`src/rtl/feature_addr_gen.sv`:
```
// feature_addr_gen: feature address sequencer for the weight ROM readers.
// Takes one (start, len) stage descriptor and issues start..start+len-1,
// broadcasting each address to three valid/ready ports through an eager fork.
// Optional macro FEATURE_ADDR_LAST_EN adds per-port addrN_last flags that mark
// the final address of a stage.
module feature_addr_gen #(
  parameter int unsigned W_ADDR = 12,
  parameter int unsigned W_LEN  = 8,
  parameter int unsigned N_OUT  = 3
) (
  input  logic              clk,
  input  logic              rst,
  input  logic              stage_valid,
  output logic              stage_ready,
  input  logic [W_ADDR-1:0] stage_start,
  input  logic [W_LEN-1:0]  stage_len,
  output logic              addr0_valid,
  input  logic              addr0_ready,
  output logic [W_ADDR-1:0] addr0_data,
  output logic              addr1_valid,
  input  logic              addr1_ready,
  output logic [W_ADDR-1:0] addr1_data,
  output logic              addr2_valid,
  input  logic              addr2_ready,
  output logic [W_ADDR-1:0] addr2_data,
`ifdef FEATURE_ADDR_LAST_EN
  output logic              addr0_last,
  output logic              addr1_last,
  output logic              addr2_last,
`endif
  output logic              busy
);

  localparam logic [0:0] StIdle = 1'b0;
  localparam logic [0:0] StRun  = 1'b1;

  logic [0:0]        state_q, state_d;
  logic [W_ADDR-1:0] cur_q, cur_d;
  logic [W_LEN-1:0]  remaining_q, remaining_d;
  logic [N_OUT-1:0]  sent_q, sent_d;

  logic              run;
  logic              beat_done;
  logic              last_beat;
  logic [N_OUT-1:0]  ready_vec;
  logic [N_OUT-1:0]  valid_vec;
  logic [N_OUT-1:0]  hs_vec;
  logic [W_ADDR-1:0] data_out;

  // Fork handshake decode: a port is offered the address until it has taken it.
  always_comb begin
    run         = (state_q == StRun) & ~rst;
    ready_vec   = {addr2_ready, addr1_ready, addr0_ready};
    valid_vec   = {N_OUT{run}} & ~sent_q;
    hs_vec      = valid_vec & ready_vec;
    // Beat is complete once every port has either taken it earlier or takes it now.
    beat_done   = run & (&(sent_q | hs_vec));
    last_beat   = (remaining_q == W_LEN'(1));
    stage_ready = (state_q == StIdle) & ~rst;
    busy        = run;
    data_out    = rst ? '0 : cur_q;
  end

  // Output fan-out to the three ROM reader ports.
  always_comb begin
    addr0_valid = valid_vec[0];
    addr1_valid = valid_vec[1];
    addr2_valid = valid_vec[2];
    addr0_data  = data_out;
    addr1_data  = data_out;
    addr2_data  = data_out;
`ifdef FEATURE_ADDR_LAST_EN
    addr0_last  = valid_vec[0] & last_beat;
    addr1_last  = valid_vec[1] & last_beat;
    addr2_last  = valid_vec[2] & last_beat;
`endif
  end

  // Next-state logic for the sequencer FSM, address counter and fork tracking.
  always_comb begin
    state_d     = state_q;
    cur_d       = cur_q;
    remaining_d = remaining_q;
    sent_d      = sent_q;
    case (state_q)
      StIdle: begin
        // Zero-length descriptors are consumed without leaving IDLE.
        if (stage_valid && stage_ready && (stage_len != '0)) begin
          cur_d       = stage_start;
          remaining_d = stage_len;
          sent_d      = '0;
          state_d     = StRun;
        end
      end
      StRun: begin
        if (beat_done) begin
          sent_d      = '0;
          cur_d       = cur_q + W_ADDR'(1);
          remaining_d = remaining_q - W_LEN'(1);
          if (last_beat) begin
            state_d = StIdle;
          end
        end else begin
          sent_d = sent_q | hs_vec;
        end
      end
      default: state_d = StIdle;
    endcase
  end

  // State registers with synchronous active-high reset.
  always_ff @(posedge clk) begin
    if (rst) begin
      state_q     <= StIdle;
      cur_q       <= '0;
      remaining_q <= '0;
      sent_q      <= '0;
    end else begin
      state_q     <= state_d;
      cur_q       <= cur_d;
      remaining_q <= remaining_d;
      sent_q      <= sent_d;
    end
  end

endmodule

```
`config.mk`:
```
export PLATFORM = sky130hd
export DESIGN_NAME = feature_addr_gen
export DESIGN_NICKNAME = d
export VERILOG_FILES = /design/src/rtl/feature_addr_gen.sv
export SDC_FILE = /design/constraint.sdc
export NUM_CORES = 1
export LEC_CHECK = 0
export ABC_CLOCK_PERIOD_IN_PS = 1650
export BUFFER_PORTS_ARGS = -buffer_cell sky130_fd_sc_hd__buf_2
export CAP_MARGIN = 20
export CELL_PAD_IN_SITES_DETAIL_PLACEMENT = 1
export CELL_PAD_IN_SITES_GLOBAL_PLACEMENT = 1
export CORE_MARGIN = 3
export CORE_UTILIZATION = 32
export CTS_BUF_LIST = sky130_fd_sc_hd__clkbuf_8
export CTS_CLUSTER_SIZE = 14
export DETAILED_ROUTE_END_ITERATION = 6
export PLACE_DENSITY_LB_ADDON = 0.12
export SYNTH_ARGS = -nofsm -noshare
export SYNTH_HDL_FRONTEND = slang
export SYNTH_SLANG_ARGS = --single-unit
```
`constraint.sdc`:
```
create_clock -name clk -period 1.65 [get_ports clk]
set_input_delay 0.165 -clock clk [delete_from_list [all_inputs] [get_ports clk]]
set_output_delay 0.165 -clock clk [all_outputs]
set_load 0.01 [all_outputs]
```
==> results_dict.tcl <==
set metrics [dict create \
    ctsLongestPathBuffers 2 \
    cts_hold_buf 0 \
    drt_pre_antenna_iters 4 \
    cts.htree.levels 1 \
    diodes 0 \
    dr_total_vias 1849 \
    period_needed_ns 1.56 \
    clock-sinks 24 \
    clkSlewWorstSetupHoldPaths_ns 0.09 \
    cts.repair.resized 0 \
    antenna_found_initial 0 \
    routabilityCongestion 0.790 \
    ys_warn_count 0 \
    vdd_drop_max_uv 610 \
    area_delta_synth_final_pct 29.2 \
    num_rows 26 \
    crit_family "compound AO/OA/AOI/OAI gates" \
    fillers 685 \
    die_w_um 80.0 \
    cts_setup_buffers 0 \
    wl_met2_mm 2.69 \
    seq_area_frac_synth_pct 27.4 \
    drc 0 \
    wl_per_cell_um 15.2 \
    ys_seq_elements 24 \
    final_layout_size_suffix_gt1_share_pct 40.9 \
    cpMaxStageDelayCell "or3_4" \
    io_pins 67 \
    cts_tree "done" \
    final_cell_area_sq_um 2270 \
    startpoint "sent_q[1]" \
    end_kind "flip-flop" \
    async_reset_ff_share_pct 0 \
    grt_pass1_wl_mm 8.91 \
    setup_viol 0 \
    dp_hpwl_mm 4.34 \
    grt_max_degree 21 \
    powerDensity_nw_per_um2 723 \
    wl_met1_mm 2.53 \
    ys_types 46 \
    r2r-end "remaining_q[7]" \
    crit_chain "o22ai_1 > or3_4 > buf_4 > a22o_2 > a32o_1" \
    finalCritPeriodShare_pct 94.8 \
    finalMaxSlewViolations 0 \
    antenna_left 0 \
    hp-class "input port to flip-flop" \
    cp.required_ns 1.82 \
    dieArea_sq_um 6410 \
    cp.arrival_ns 1.73 \
    synth-edff-count 0 \
    ys.flop_type "dfxtp_1" \
    whs_ns 0.173 \
    wl_met3_um 228 \
    overflow 0 \
    rsz0062_at_grt "no" \
    maxCapViolCount 0 \
    cp-start-kind "flip-flop" \
    top_layer "met4" \
    path_class "flip-flop to flip-flop" \
    initial_core_util_pct 33.7 \
    cpPeakStageDelay_ns 0.38 \
    max_freq_mhz 639 \
    insertion_delay_ns 0.27 \
    hold_viol 0 \
    cts_made_buffers 3 \
    worstMarginPinSlew_ns 0.416 \
    crit_cells 5 \
    die_h_um 80.0 \
    dp.cells 357 \
    r2r_setup_slack_ns 0.09 \
    grt_pass1_vias 1821 \
    via_per_inst 5.12 \
    synth_nets 253 \
    status "completed" \
    cts-root-buf "clkbuf_8" \
    cellLeakagePower_nw 1.07 \
    relSlewSlack_pct 72.0 \
    critPathBufInv 1 \
    synthesis.area_sq_um 1750 \
    finalNonFillerCells 361 \
    portBuffers 66 \
    synthCells 224 \
    clock_skew_ns 0.00704 \
    final_nets 321 \
    place_area_sq_um 2200 \
    r2r_start "sent_q[1]" \
    drt_iter0_drc 70 \
    routed_wl_mm 5.48 \
    track_usage_pct 17.8 \
    syn_area_per_cell_sq_um 7.83 \
    core_sq_um 5200 \
    r2r_cells 5 \
    critical_path.endpoint "remaining_q[7]" \
    cp_max_fo 4 \
    tns_ns 0 \
]
[worst register-to-register path: stages (launching register included)]
cell	delay [ns]
dfxtp_1	0.34
o22ai_1	0.11
or3_4	0.38
buf_4	0.16
a22o_2	0.24
a32o_1	0.25
[worst min-delay path by stage]
| stage | startpoint | to | slack, ns | cells after the start |
|---|---|---|---|---|
| floorplan | addr0_ready | sent_q[0] | 0.33 | 2 |
| global placement | stage_start[1] | cur_q[1] | 0.45 | 3 |
| detailed placement | addr1_ready | sent_q[1] | 0.46 | 3 |
| CTS | addr1_ready | sent_q[1] | 0.16 | 3 |
| global route | addr0_ready | sent_q[0] | 0.19 | 3 |
| finish | stage_start[5] | cur_q[5] | 0.17 | 3 |
[cells in the final DEF, fill, tap and decap left out, types with 3 or more instances in the layout]
master      n
and3_1      4
nand3_1    17
o22ai_1     9
nand2_1    13
mux2_4      3
buf_4      33
o21ai_0     5
ha_1        3
nor4_1      3
a22oi_1     6
a21oi_1    10
a32o_1      3
a2bb2oi_1   3
clkbuf_8    4
dfxtp_1    23
nor2_1     15
o2bb2ai_1   3
nor3_1      6
buf_2      66
nor2b_1    11
a31oi_1     4
inv_1      14
[Yosys cell counts, types with 2 or more instances]
| library cell | number | share of area (%) |
|---|---|---|
| buf_4 | 27 | 12 |
| dfxtp_1 | 24 | 27 |
| nand3_1 | 17 | 4.9 |
| nor2_1 | 16 | 3.4 |
| inv_1 | 14 | 3.0 |
| nand2_1 | 13 | 2.8 |
| nor2b_1 | 11 | 3.9 |
| a21oi_1 | 10 | 2.9 |
| o22ai_1 | 9 | 3.2 |
| a22oi_1 | 6 | 2.6 |
| clkbuf_1 | 6 | 1.3 |
| nor3_1 | 6 | 1.7 |
| o21ai_0 | 5 | 1.4 |
| a31oi_1 | 4 | 1.4 |
| and3_1 | 4 | 1.4 |
| nor4_1 | 4 | 1.4 |
| a2bb2oi_1 | 3 | 1.5 |
| a32o_1 | 3 | 1.7 |
| ha_1 | 3 | 2.1 |
| mux2_4 | 3 | 2.6 |
| o2bb2ai_1 | 3 | 1.5 |
| and4_1 | 2 | 1.0 |
| buf_1 | 2 | 0.43 |
| buf_2 | 2 | 0.57 |
| mux2i_1 | 2 | 1.1 |
| o221ai_1 | 2 | 1.0 |
| o31a_1 | 2 | 1.0 |
| or4_4 | 2 | 1.3 |
| xor2_1 | 2 | 1.0 |
[routing by layer]
metal  track usage, %  up-vias
li1                 -      928
met3             2.82        2
met4             3.55        0
met2             31.0       42
met5                0        -
met1             23.0      877
[stage by stage]
step | setup slack [ns] | util, % | power, mW
CTS | 0.0316 | 43.3 | 1.66
global route | 0.00210 | 43.6 | 1.75
finish | 0.0856 | 43.6 | 1.64
floorplan | 0.0386 | - | 1.02
global placement | 0.0198 | 42.2 | 1.23
detailed placement | -0.0130 | 42.2 | 1.23
[cell families after synthesis]
| logic type | after synthesis | share of synthesized area, % |
|---|---|---|
| XOR/XNOR | 3 | 1.50 |
| multiplexers | 5 | 3.71 |
| AO/OA/AOI/OAI | 56 | 23.3 |
| buffers and inverters | 51 | 16.8 |
| adder cells (fa/ha/maj) | 3 | 2.14 |
| AND/OR/NAND/NOR | 82 | 25.1 |
| flip-flops | 24 | 27.4 |
[state kept, by name, indices dropped and copies added, names as in the netlist]
signal       flops
cur_q           12
remaining_q      8
sent_q           3
state_q          1
[report_power, final]
| part | switching (mW) | internal, mW | total (mW) |
|---|---|---|---|
| sequential | 0.0437 | 0.631 | 0.675 |
| clock | 0.203 | 0.213 | 0.417 |
| combinational | 0.288 | 0.260 | 0.548 |
[final cells by class]
| type | instances | area [sq um] | area share (%) |
|---|---|---|---|
| Inverter | 14 | 52.6 | 2.32 |
| Sequential cell | 24 | 482 | 21.2 |
| Clock buffer | 4 | 55.1 | 2.43 |
| Tap cell | 70 | 87.6 | 3.86 |
| Timing Repair Buffer | 100 | 598 | 26.4 |
| Multi-Input combinational cell | 149 | 992 | 43.8 |
Note: power is estimated with default switching activity, not from simulation.
